--- src/rtl/wb_arbiter_pkg.sv ---
// wb_arbiter_pkg: shared widths, result entry type and index helper for the write-back arbiter
package wb_arbiter_pkg;
    localparam int XLEN_DEF   = 32;
    localparam int RADR_W_DEF = 5;

    typedef struct packed {
        logic [XLEN_DEF-1:0]   res;
        logic [RADR_W_DEF-1:0] rd;
    } wb_entry_t;

    function automatic int wrap_inc(input int i, input int n);
        return (i + 1) % n;
    endfunction
endpackage

--- src/rtl/rr_arbiter.sv ---
// rr_arbiter: round-robin / fixed-priority one-hot arbiter with an internal rotating pointer
//   clk, rst    : clock, asynchronous active-high reset (pointer -> 0)
//   req         : per-requester request vector
//   fixed_prio  : 1 = lowest index wins, 0 = search starts at the pointer and wraps
//   advance     : grant is taken this cycle; pointer moves past the winner
//   grant       : one-hot winner, zero when nothing is requested
module rr_arbiter
    import wb_arbiter_pkg::*;
#(
    parameter int NUM_CH = 2
) (
    input  logic              clk,
    input  logic              rst,
    input  logic [NUM_CH-1:0] req,
    input  logic              fixed_prio,
    input  logic              advance,
    output logic [NUM_CH-1:0] grant
);
    localparam int PW = NUM_CH > 1 ? $clog2(NUM_CH) : 1;

    logic [PW-1:0]       ptr;
    logic [2*NUM_CH-1:0] rot;
    int                  start;
    int                  sel;

    // Doubling the request vector lets a plain ascending scan handle the wrap.
    always_comb begin
        start = fixed_prio ? 0 : int'(ptr);
        rot   = {req, req} >> start;
        sel   = -1;
        for (int i = NUM_CH - 1; i >= 0; i--)
            if (rot[i]) sel = (start + i) % NUM_CH;
        grant = sel >= 0 ? NUM_CH'(1) << sel : '0;
    end

    always_ff @(posedge clk or posedge rst)
        if (rst) ptr <= '0;
        else if (advance && sel >= 0) ptr <= PW'(wrap_inc(sel, NUM_CH));
endmodule

--- src/rtl/wb_arbiter.sv ---
// wb_arbiter: merges NUM_CH result streams through one-entry slots into a registered write-back port
//   clk, rst     : clock, asynchronous active-high reset
//   ch_res_i     : per-channel result, channel k at [k*XLEN +: XLEN]
//   ch_rd_i      : per-channel destination register, channel k at [k*RADR_W +: RADR_W]
//   ch_res_v_i   : per-channel valid
//   ch_ok_o      : per-channel ready (slot empty or draining this cycle)
//   wb_ok_i      : register file ready
//   result_o, rd_o, result_v_o : registered output entry and valid
//   grant_o      : one-hot channel owning the output register
module wb_arbiter
    import wb_arbiter_pkg::*;
#(
    parameter int XLEN       = XLEN_DEF,
    parameter int NUM_CH     = 2,
    parameter int RADR_W     = RADR_W_DEF,
    parameter int FIXED_PRIO = 0
) (
    input  logic                     clk,
    input  logic                     rst,
    input  logic [NUM_CH*XLEN-1:0]   ch_res_i,
    input  logic [NUM_CH*RADR_W-1:0] ch_rd_i,
    input  logic [NUM_CH-1:0]        ch_res_v_i,
    output logic [NUM_CH-1:0]        ch_ok_o,
    input  logic                     wb_ok_i,
    output logic [XLEN-1:0]          result_o,
    output logic [RADR_W-1:0]        rd_o,
    output logic                     result_v_o,
    output logic [NUM_CH-1:0]        grant_o
);
    logic [NUM_CH-1:0] slot_v;
    logic [XLEN-1:0]   slot_res [NUM_CH];
    logic [RADR_W-1:0] slot_rd  [NUM_CH];
    logic [NUM_CH-1:0] grant;
    logic [NUM_CH-1:0] drain;
    logic [NUM_CH-1:0] take;
    logic [XLEN-1:0]   mux_res;
    logic [RADR_W-1:0] mux_rd;
    logic              can_load;

    assign can_load = !result_v_o || wb_ok_i;

    rr_arbiter #(.NUM_CH(NUM_CH)) u_arb (
        .clk        (clk),
        .rst        (rst),
        .req        (slot_v),
        .fixed_prio (FIXED_PRIO != 0),
        .advance    (can_load),
        .grant      (grant)
    );

    assign drain   = can_load ? grant : '0;
    assign ch_ok_o = ~slot_v | drain;

    // Writes to x0 are handshaken but never captured.
    always_comb begin
        take    = '0;
        mux_res = '0;
        mux_rd  = '0;
        for (int k = 0; k < NUM_CH; k++) begin
            take[k] = ch_res_v_i[k] && ch_ok_o[k] && ch_rd_i[k*RADR_W +: RADR_W] != '0;
            mux_res = mux_res | (grant[k] ? slot_res[k] : '0);
            mux_rd  = mux_rd  | (grant[k] ? slot_rd[k]  : '0);
        end
    end

    always_ff @(posedge clk or posedge rst) begin
        if (rst) begin
            slot_v     <= '0;
            result_v_o <= 1'b0;
            result_o   <= '0;
            rd_o       <= '0;
            grant_o    <= '0;
            for (int k = 0; k < NUM_CH; k++) begin
                slot_res[k] <= '0;
                slot_rd[k]  <= '0;
            end
        end else begin
            // A refill takes precedence over the drain so a slot can turn over in one cycle.
            for (int k = 0; k < NUM_CH; k++) begin
                if (take[k]) begin
                    slot_v[k]   <= 1'b1;
                    slot_res[k] <= ch_res_i[k*XLEN +: XLEN];
                    slot_rd[k]  <= ch_rd_i[k*RADR_W +: RADR_W];
                end else if (drain[k]) begin
                    slot_v[k] <= 1'b0;
                end
            end
            if (can_load) begin
                result_v_o <= |drain;
                result_o   <= mux_res;
                rd_o       <= mux_rd;
                grant_o    <= drain;
            end
        end
    end
endmodule

--- config.mk ---
export PLATFORM = sky130hd
export DESIGN_NAME = wb_arbiter
export DESIGN_NICKNAME = d
export VERILOG_FILES = /design/src/rtl/wb_arbiter_pkg.sv /design/src/rtl/rr_arbiter.sv /design/src/rtl/wb_arbiter.sv
export SDC_FILE = /design/constraint.sdc
export NUM_CORES = 1
export LEC_CHECK = 0
export CAP_MARGIN = 10
export CELL_PAD_IN_SITES_DETAIL_PLACEMENT = 0
export CELL_PAD_IN_SITES_GLOBAL_PLACEMENT = 1
export CORE_MARGIN = 2
export CORE_UTILIZATION = 39
export DETAILED_ROUTE_END_ITERATION = 16
export GPL_TIMING_DRIVEN = 1
export PLACE_DENSITY = 0.82
export SYNTH_ARGS = -nofsm -noshare
export SYNTH_HDL_FRONTEND = slang
export SYNTH_SLANG_ARGS = --single-unit
--- constraint.sdc ---
create_clock -name clk -period 5.1 [get_ports clk]
set_input_delay 1.02 -clock clk [delete_from_list [all_inputs] [get_ports clk]]
set_output_delay 1.02 -clock clk [all_outputs]
set_load 0.005 [all_outputs]
# Yosys cells after proc, flatten, opt, wreduce, memory -nomap -nowiden
# Index checks and enable logic that the tools add are counted.
# word_totals
inputBits,79
output_inout_bits,42
register_bits,117
word_cells,45
# op_classes
addsub,2
reduce_logical,12
n_shift,2
n_bitwise,5
order_cmp,1
n_mux,12
# ops
op,n
two-way mux 32 bit,4
">= comparator 32 x 1 -> 1 bit, second input constant",1
bitwise OR 32 bit,1
"<< shifter 1 x 32 -> 2 bit, first input constant",1
two-way mux 5 bit,2
nonzero test 5 bit,2
logical AND 1 bit,5
bitwise OR 5 bit,1
two-way mux 1 bit,4
two-way mux 2 bit,2
nonzero test 2 bit,2
right shift 4 x 1 -> 2 bit,1
"adder 1 bit, second input constant",2
NOT 2 bit,1
bitwise OR 2 bit,1
OR reduction 2 bit,1
"bitwise AND 1 bit, first input constant",1
logical NOT 1 bit,1
logical OR 1 bit,1

# Depth between registers and ports, before layout
# Gate-level depths: netlist of the first run.
# depth
word_depth,11
depth_mapped,7
mapped_depth_nobuf,4

# Modules after synthesis
# From an unflattened synthesis of the first run, not the netlist that was laid out.
# unflattened
hier_cells,354
hier_area_um2,4902.2
# modules_own_cells
module,cells_each,area_each_um2,seq_area_each_um2,instances
wb_arbiter,345,4820.9,2902.8,1
rr_arbiter,9,81.3,25.0,1

# Worst setup path before layout of the first run
# OpenSTA, ideal clock, no wires.
# synth_path
kind,input port to flip-flop
from,input ch_rd_i[1]
to,register slot_res[37] (netlist bit)
t_arrival_ns,2.310
path_buffers,2
slack_ns,2.665
required_ns,4.975
setup_ns,0.125
stages,6
path_cell_list,or4_1 o21ai_2 nor2b_1 buf_6 buf_12 mux2_4
# synth_between
elab_chain_cells,2
# synth_rtl
item,line_no,text
from (decl),wb_arbiter.sv:21,"input logic [NUM_CH*RADR_W-1:0] ch_rd_i,"
nonzero test 5 bit,wb_arbiter.sv:60,take[k] = ch_res_v_i[k] && ch_ok_o[k] && ch_rd_i[k*RADR_W +: RADR_W] != '0;
logical AND 1 bit,wb_arbiter.sv:60,
"to (signal, indexed assignment)",wb_arbiter.sv:82,slot_res[k] <= ch_res_i[k*XLEN +: XLEN];
to (decl),wb_arbiter.sv:31,logic [XLEN-1:0] slot_res [NUM_CH];
# No other way between the ends.
# A chain may end at the register's enable or synchronous reset.

# Final worst setup path of the first run
# layout_path
from,input wb_ok_i
to,output ch_ok_o[0]
# layout_between
elab_chain_cells,3
# layout_rtl
item,line_no,text
from (decl),wb_arbiter.sv:24,"input logic wb_ok_i,"
logical OR 1 bit,wb_arbiter.sv:40,assign can_load = !result_v_o || wb_ok_i;
two-way mux 2 bit,wb_arbiter.sv:51,assign drain = can_load ? grant : '0;
bitwise OR 2 bit,wb_arbiter.sv:52,assign ch_ok_o = ~slot_v | drain;
to (decl),wb_arbiter.sv:23,"output logic [NUM_CH-1:0] ch_ok_o,"
# No other way between the ends.

==> flow_metrics.py, run 1 <==
metrics = {
    "min_path": {
        "hp-class": "flop to flop",
    },
    "clock_network": {
        "cts_resized": 0,
        "clock_latency_ps": 410,
        "tritoncts": "done",
        "htreeDepth": 4,
        "cts_max_path_buffers": 2,
        "cts_hold_buf": 0,
        "clk_pin_slew_ps": 50,
        "clock-sinks": 117,
        "cts_setup_buffers": 0,
        "clockRootBuffer": "clkbuf_16",
        "cts_made_buffers": 17,
    },
    "setup_path": {
        "worstSetupPathType": "input port to output pin",
        "critPathArrivalTime_ps": 2390,
        "path_max_fanout": 4,
        "required_ps": 4080,
        "endpoint_kind": "output pin",
        "start_kind": "input port",
    },
    "route": {
        "first_iter_violations": 236,
        "first_pass_iters": 4,
        "routed_wl_um": 10400,
        "vias": 3142,
        "drc": 0,
        "ant_nets": 0,
        "wl_per_cell_um": 16.3,
        "vias_per_cell": 4.93,
    },
    "finish": {
        "layout_commonest_cell": "clkdlybuf4s50_1",
        "fin_nets": 556,
        "fin_cells": 637,
        "areaGrowthSynthToFinish_pct": 39.7,
        "final_cell_mix": "120 x clkdlybuf4s50_1, 117 x dfrtp_1, 79 x nand2_1",
        "fillers": 1036,
        "antennaDiodeCount": 0,
        "drive_above_1_share_pct": 21.2,
    },
    "global_route": {
        "grt_start_max_net_pins": 55,
        "grt-ovfl-total": 0,
        "antenna_found_initial": 0,
        "grt_pass1_wl_um": 16800,
        "grt_usage_pct": 17.3,
        "grt_pass1_vias": 3310,
    },
    "power": {
        "leakage_nw": 2.95,
        "p_total_mw": 3.70,
        "vdd_drop_max_v": 0.000263,
        "p_per_area_nw_per_um2": 565,
    },
    "placed_design": {
        "dp_cells": 605,
        "dp_hpwl_um": 6460,
        "place.gp.congestion": 0.790,
        "io_buffers": 120,
        "place_ws_ps": 1600,
    },
    "sta": {
        "tightest_slew_ps": 1030,
        "fmax_mhz": 293,
        "rsz0062_at_grt": "no",
        "fin_crit_sh_pct": 66.9,
        "clock_skew_ps": 4.14,
        "period_needed_ps": 3410,
        "final_max_slew_viol_count": 0,
        "setup_ws_ps": 1690,
        "holdWs_ps": 460,
        "hold_violations": 0,
        "finalSetupViolCount": 0,
        "slew_headroom_pct": 31.3,
        "totalNegativeSetupSlack_ps": 0,
    },
    "run": {
        "drv_cap": 0,
    },
    "logic_synthesis": {
        "synth_area_um2": 4690,
        "postSynthAreaPerCell_um2": 13.3,
        "ys_types": 27,
        "yosys_warnings": 0,
        "synthArstFlopShare_pct": 100,
        "synth_enable_flop_cells": 0,
        "synthCells": 353,
        "synth_seq_cells": 117,
        "synth_ff_type": "dfrtp_1",
        "seq_area_frac_synth_pct": 62.4,
        "synth_fp_nets": 432,
    },
    "die": {
        "die_h_um": 114,
        "die_w_um": 114,
        "num_io_pins": 121,
        "dieArea_um2": 12900,
        "std_cell_rows": 40,
        "core_um2": 11900,
        "start_util_pct": 39.5,
    },
    "run_status": {
        "status": "finished, final reports clean",
    },
}
==> critical path, stage by stage <==
cell and delay (ps):
clkdlybuf4s50_1 530, nand2b_1 170, a21bo_2 170, clkdlybuf4s50_1 500
==> state kept, by name (all words and copies together) (netlist names) <==
register    flops
result_o       32
result_v_o      1
slot_res       64
u_arb.ptr       1
grant_o         2
slot_rd        10
rd_o            5
slot_v          2
==> metrics by stage <==
step / instance area [um2] / util, %
floorplan: 4690 / -
global placement: 6010 / 50.7
detailed placement: 6010 / 50.7
CTS: 6550 / 55.3
global route: 6550 / 55.3
finish: 6550 / 55.3
==> power breakdown <==
part	internal (mW)	total (mW)	switching, mW
Clock	0.695	1.08	0.389
Combinational	0.673	1.06	0.391
Sequential	1.33	1.55	0.223
==> synthesized netlist by cell type (2+ instances only) <==
cell,instances,share of area (%)
dfrtp_1,117,62
nand2_1,79,6.3
mux2_2,39,9.4
a22oi_1,37,5.9
mux2_4,25,8.0
clkbuf_1,11,0.88
inv_1,6,0.48
a22o_1,5,0.93
buf_2,5,0.53
o2bb2ai_1,5,0.93
nor2b_1,3,0.40
a21o_1,2,0.32
buf_12,2,0.85
buf_6,2,0.48
nor2_1,2,0.16
o21ai_2,2,0.37
==> cells by family after synthesis <==
family / count (synthesis) / synth area share (%)
multiplexers: 64 / 17.4
AND/OR/NAND/NOR: 93 / 8.19
buffers and inverters: 26 / 3.23
AO/OA/AOI/OAI: 53 / 8.80
flip-flops: 117 / 62.4
==> metal layers <==
layer  global-route usage, %  routed length [um]
met3                    6.59                 597
met2                    27.4                5050
met1                    21.7                4540
met4                    6.83                 195
met5                       0                   0
==> final timing paths <==
check | start | end | slack (ps) | depth (start not counted)
worst min register to register | rd_o[2]$_DFFE_PP0N_ | rd_o[2]$_DFFE_PP0N_ | 460 | 2
max in group asynchronous | rst | rd_o[1]$_DFFE_PP0N_ | 3240 | 3
worst max-delay path | wb_ok_i | ch_ok_o[0] | 1690 | 4
worst min-delay path | rd_o[2]$_DFFE_PP0N_ | rd_o[2]$_DFFE_PP0N_ | 460 | 2
min in group asynchronous | rst | result_o[21]$_DFFE_PP0N_ | 910 | 2
worst max register to register | slot_v[0]$_DFFE_PP0P_ | slot_res[22]$_DFFE_PP0P_ | 2790 | 4
==> area by class of cell <==
cell class | instances | area (um2) | area share, %
Clock buffer | 29 | 531 | 8.09
Clock inverter | 3 | 15.0 | 0.229
Inverter | 6 | 25.0 | 0.382
Multi-Input combinational cell | 210 | 1630 | 24.9
Sequential cell | 117 | 2930 | 44.7
Tap cell | 147 | 184 | 2.81
Timing Repair Buffer | 125 | 1240 | 18.9
Note: power is estimated with default switching activity, not from simulation.
==> inputs of run 2 (changes only) <==
clock period = 3.4 ns   (was 5.1 ns; I/O delays follow)
==> flow_metrics.py, run 2 (synthesis gave the netlist of run 1 again) <==
metrics = {
    "global_route": {
        "use_met2_pct": 25.9,
        "grt-ovfl-total": 0,
        "use_met3_pct": 4.20,
        "antenna_found_initial": 0,
        "grt_start_max_net_pins": 52,
        "grt_pass1_vias": 3219,
        "grt.met1_usage_pct": 22.2,
        "busiest_layer": "met2",
        "grt_pass1_wl_um": 16400,
        "grt_usage_pct": 16.5,
    },
    "setup_path": {
        "start_kind": "input port",
        "path_max_fanout": 21,
        "endpoint_kind": "flop",
        "required_ps": 3680,
        "critPathArrivalTime_ps": 3040,
        "ff2ff_path_depth": 5,
        "worstSetupPathType": "input port to flop",
    },
    "die": {
        "std_cell_rows": 40,
        "num_io_pins": 121,
        "start_util_pct": 39.5,
        "die_h_um": 114,
        "dieArea_um2": 12900,
        "die_w_um": 114,
        "core_um2": 11900,
    },
    "finish": {
        "areaGrowthSynthToFinish_pct": 42.1,
        "regArea_um2": 2930,
        "drive_above_1_share_pct": 22.0,
        "antennaDiodeCount": 0,
        "fin_cells": 638,
        "fillers": 984,
        "regMostFlops": "slot_res",
        "top_regs": "slot_res: 64 flops, result_o: 32 flops, slot_rd: 10 flops",
        "fin_nets": 558,
        "layout_commonest_cell": "clkdlybuf4s50_1",
        "final_cell_mix": "120 x clkdlybuf4s50_1, 117 x dfrtp_1, 79 x nand2_1",
        "final_area_um2": 6660,
        "largest_reg_flops": 64,
        "multi_input_area_um2": 1630,
    },
    "route": {
        "first_iter_violations": 165,
        "routed_wl_um": 10300,
        "vias_per_cell": 4.96,
        "vias": 3166,
        "drc": 0,
        "wl_per_cell_um": 16.1,
        "ant_nets": 0,
        "first_pass_iters": 5,
    },
    "clock_network": {
        "clock_latency_ps": 400,
        "clk_pin_slew_ps": 50,
        "cts_max_path_buffers": 2,
        "clock-sinks": 117,
        "tritoncts": "done",
        "cts_hold_buf": 0,
        "cts_resized": 0,
        "cts_setup_buffers": 0,
        "cts_made_buffers": 17,
        "htreeDepth": 4,
        "clockRootBuffer": "clkbuf_16",
    },
    "sta": {
        "totalNegativeSetupSlack_ps": 0,
        "final_max_slew_viol_count": 0,
        "period_needed_ps": 2760,
        "clock_skew_ps": 7.20,
        "rsz0062_at_grt": "no",
        "tightest_slew_ps": 816,
        "fin_crit_sh_pct": 81.3,
        "holdWs_ps": 461,
        "hold_violations": 0,
        "fmax_mhz": 362,
        "finalSetupViolCount": 0,
        "slew_headroom_pct": 45.5,
    },
    "min_path": {
        "hp-class": "flop to flop",
        "whs_path_depth": 2,
    },
    "power": {
        "leakage_nw": 2.98,
        "vdd_drop_max_v": 0.000352,
        "p_per_area_nw_per_um2": 861,
    },
    "placed_design": {
        "dp_hpwl_um": 6680,
        "io_buffers": 120,
        "dp_cells": 607,
        "place.gp.congestion": 0.800,
        "placed_cell_area_um2": 6060,
    },
    "run": {
        "drv_cap": 0,
    },
    "run_status": {
        "status": "finished, final reports clean",
    },
}
[run 2: changes by cell type in the layout (fill, tap and decap cells not counted), sizes merged]
cell	previous run	this run
buf	5	7
bufinv	0	3
clkbuf	29	23
clkinvlp	0	3
inv	6	5
[run 2: stage by stage]
step           utilization, %  power [mW]  setup WS, ps
2_1_floorplan               -        3.19          1290
3_3_place_gp             51.1        3.91           298
3_5_place_dp             51.1        3.97           201
4_1_cts                  56.2        5.80           634
5_1_grt                  56.2        6.06           555
6_report                 56.2        5.74           635
[run 2: per-layer routing]
layer,up-vias,part of all wire [%]
met5,-,0
met4,0,1.2
met3,10,5.7
met2,109,48
met1,1566,45
li1,1481,-
[run 2: cell type report]
cell class                 instances  area share [%]
multi-input combinational        210            24.5
sequential                       117            43.9
timing repair buffer             127            19.4
clock inverter                     8            1.86
tap                              147            2.76
inverter                           6           0.394
clock buffer                      23            7.17
[run 2: path summary, 6_finish.rpt]
path | slack (ps) | start | endpoint
hold / removal | 460 | rd_o[4]$_DFFE_PP0N_ | rd_o[4]$_DFFE_PP0N_
min in group asynchronous | 750 | rst | slot_res[42]$_DFFE_PP0P_
setup reg to reg | 1090 | result_v_o$_DFFE_PP0N_ | slot_res[63]$_DFFE_PP0P_
hold reg to reg | 460 | rd_o[4]$_DFFE_PP0N_ | rd_o[4]$_DFFE_PP0N_
setup / recovery | 640 | wb_ok_i | slot_res[63]$_DFFE_PP0P_
max in group asynchronous | 1970 | rst | slot_rd[7]$_DFFE_PP0P_
[run 2: worst max-delay path, stage by stage]
cell and delay [ps]:
clkdlybuf4s50_1 520, nand2b_1 160, a21bo_2 170, nor2b_4 680, buf_4 440, mux2_2 370
[run 2: power by group]
group | leakage (nW) | internal, mW | switching (mW)
clock network | 0.289 | 1.20 | 0.592
logic | 1.30 | 1.02 | 0.588
registers | 1.39 | 2.00 | 0.336
total | 2.98 | 4.22 | 1.51
==> inputs of run 3 (changes only) <==
CORE_UTILIZATION = 35   (was 39)
PLACE_DENSITY = 0.78   (was 0.82)
clock period = 2.2 ns   (was 3.4 ns; I/O delays follow)
==> flow_metrics.py, run 3 (synthesis gave the netlist of run 1 again) <==
metrics = {
    "finish": {
        "top_regs": "slot_res: 64 flops, result_o: 32 flops, slot_rd: 10 flops",
        "fin_nets": 566,
        "areaGrowthSynthToFinish_pct": 45.2,
        "final_util_pct": 51.6,
        "regMostFlops": "slot_res",
        "drive_above_1_share_pct": 23.4,
        "fin_cells": 676,
        "layout_commonest_cell": "clkdlybuf4s50_1",
        "largest_reg_flops": 64,
        "final_cell_mix": "119 x clkdlybuf4s50_1, 117 x dfrtp_1, 79 x nand2_1",
        "antennaDiodeCount": 0,
    },
    "sta": {
        "rsz0062_at_grt": "no",
        "slew_headroom_pct": 66.7,
        "tightest_slew_ps": 499,
        "fin_crit_sh_pct": 96.5,
        "finalSetupViolCount": 0,
        "period_needed_ps": 2120,
        "final_max_slew_viol_count": 0,
        "clock_skew_ps": 15.3,
        "hold_violations": 0,
        "holdWs_ps": 266,
        "fmax_mhz": 471,
    },
    "route": {
        "vias": 3277,
        "wl_per_cell_um": 16.0,
        "vias_per_cell": 4.85,
        "ant_nets": 0,
        "drc": 0,
        "routed_wl_um": 10800,
        "first_pass_iters": 4,
        "first_iter_violations": 157,
    },
    "clock_network": {
        "clockRootBuffer": "clkbuf_16",
        "htreeDepth": 4,
        "clock-sinks": 117,
        "tritoncts": "done",
        "clock_latency_ps": 420,
        "cts_made_buffers": 17,
        "clk_pin_slew_ps": 60,
        "cts_max_path_buffers": 2,
        "cts_hold_buf": 0,
    },
    "die": {
        "die_w_um": 120,
        "die_h_um": 120,
        "std_cell_rows": 42,
        "dieArea_um2": 14300,
        "start_util_pct": 35.6,
        "core_um2": 13200,
        "num_io_pins": 121,
    },
    "global_route": {
        "antenna_found_initial": 0,
        "grt_start_max_net_pins": 60,
        "grt-ovfl-total": 0,
        "grt_usage_pct": 16.1,
        "grt_pass1_wl_um": 17500,
        "grt_pass1_vias": 3432,
    },
    "min_path": {
        "hp-class": "input port to async pin",
    },
    "power": {
        "p_per_area_nw_per_um2": 1330,
        "vdd_drop_max_v": 0.000675,
        "p_total_mw": 9.06,
        "leakage_nw": 3.05,
    },
    "setup_path": {
        "worstSetupPathType": "flop to output pin",
        "start_kind": "flop",
        "endpoint_kind": "output pin",
        "path_max_fanout": 5,
        "required_ps": 1760,
        "critPathArrivalTime_ps": 1680,
    },
    "placed_design": {
        "dp_hpwl_um": 7080,
        "io_buffers": 120,
        "dp_cells": 644,
        "place.gp.congestion": 0.692,
    },
    "run_status": {
        "status": "finished, final reports clean",
    },
    "run": {
        "drv_cap": 0,
    },
}
-- run 3: timing repair --
action	in CTS	in global routing
setup endpoints to repair	1	0
setup buffers	0	0
gates resized for setup	1	0
-- run 3: cell type report --
cell class,count,area (um2)
clock inverters,10,153
flip-flops and latches,117,2930
multi-input cells,210,1630
well taps,176,220
inverters,6,26.3
clock buffers,22,464
fillers,1154,6380
repair buffers,135,1390
-- run 3: metal layers --
layer	global-route usage [%]	share of wire, %	vias to the layer above
met1	20.5	44	1642
met2	25.7	49	117
met5	0	0	-
met4	5.96	1.4	0
li1	-	-	1504
met3	5.13	5.3	14
-- run 3: per-stage QoR --
stage | setup TNS, ps | worst slack [ps] | instance area (um2)
after global placement | -2990 | -109 | 6200
final | 0 | 76.5 | 6810
after CTS | 0 | 47.0 | 6810
after floorplan | 0 | 333 | 4690
after detailed placement | -3430 | -122 | 6200
after global routing | 0 | 11.0 | 6810
-- run 3: worst paths after layout --
path / start / slack (ps) / endpoint / depth (start not counted)
max: slot_v[0]$_DFFE_PP0P_ / 80 / ch_ok_o[1] / 3
max reg2reg: slot_v[0]$_DFFE_PP0P_ / 510 / slot_res[1]$_DFFE_PP0P_ / 6
min: rst / 270 / result_o[13]$_DFFE_PP0N_ / 2
max in group asynchronous: rst / 1410 / result_o[28]$_DFFE_PP0N_ / 3
min in group clk: rd_o[1]$_DFFE_PP0N_ / 460 / rd_o[1]$_DFFE_PP0N_ / 2
min reg2reg: rd_o[1]$_DFFE_PP0N_ / 460 / rd_o[1]$_DFFE_PP0N_ / 2
-- run 3: report_power, final --
part | internal [mW] | switching, mW
registers | 3.09 | 0.534
clock network | 1.94 | 0.951
logic | 1.64 | 0.911
total | 6.67 | 2.40
-- run 3: critical path: stages, from the launching register on --
cell             delay [ps]
dfrtp_1                 410
nor2b_1                 170
o21ai_2                 160
clkdlybuf4s50_1         520
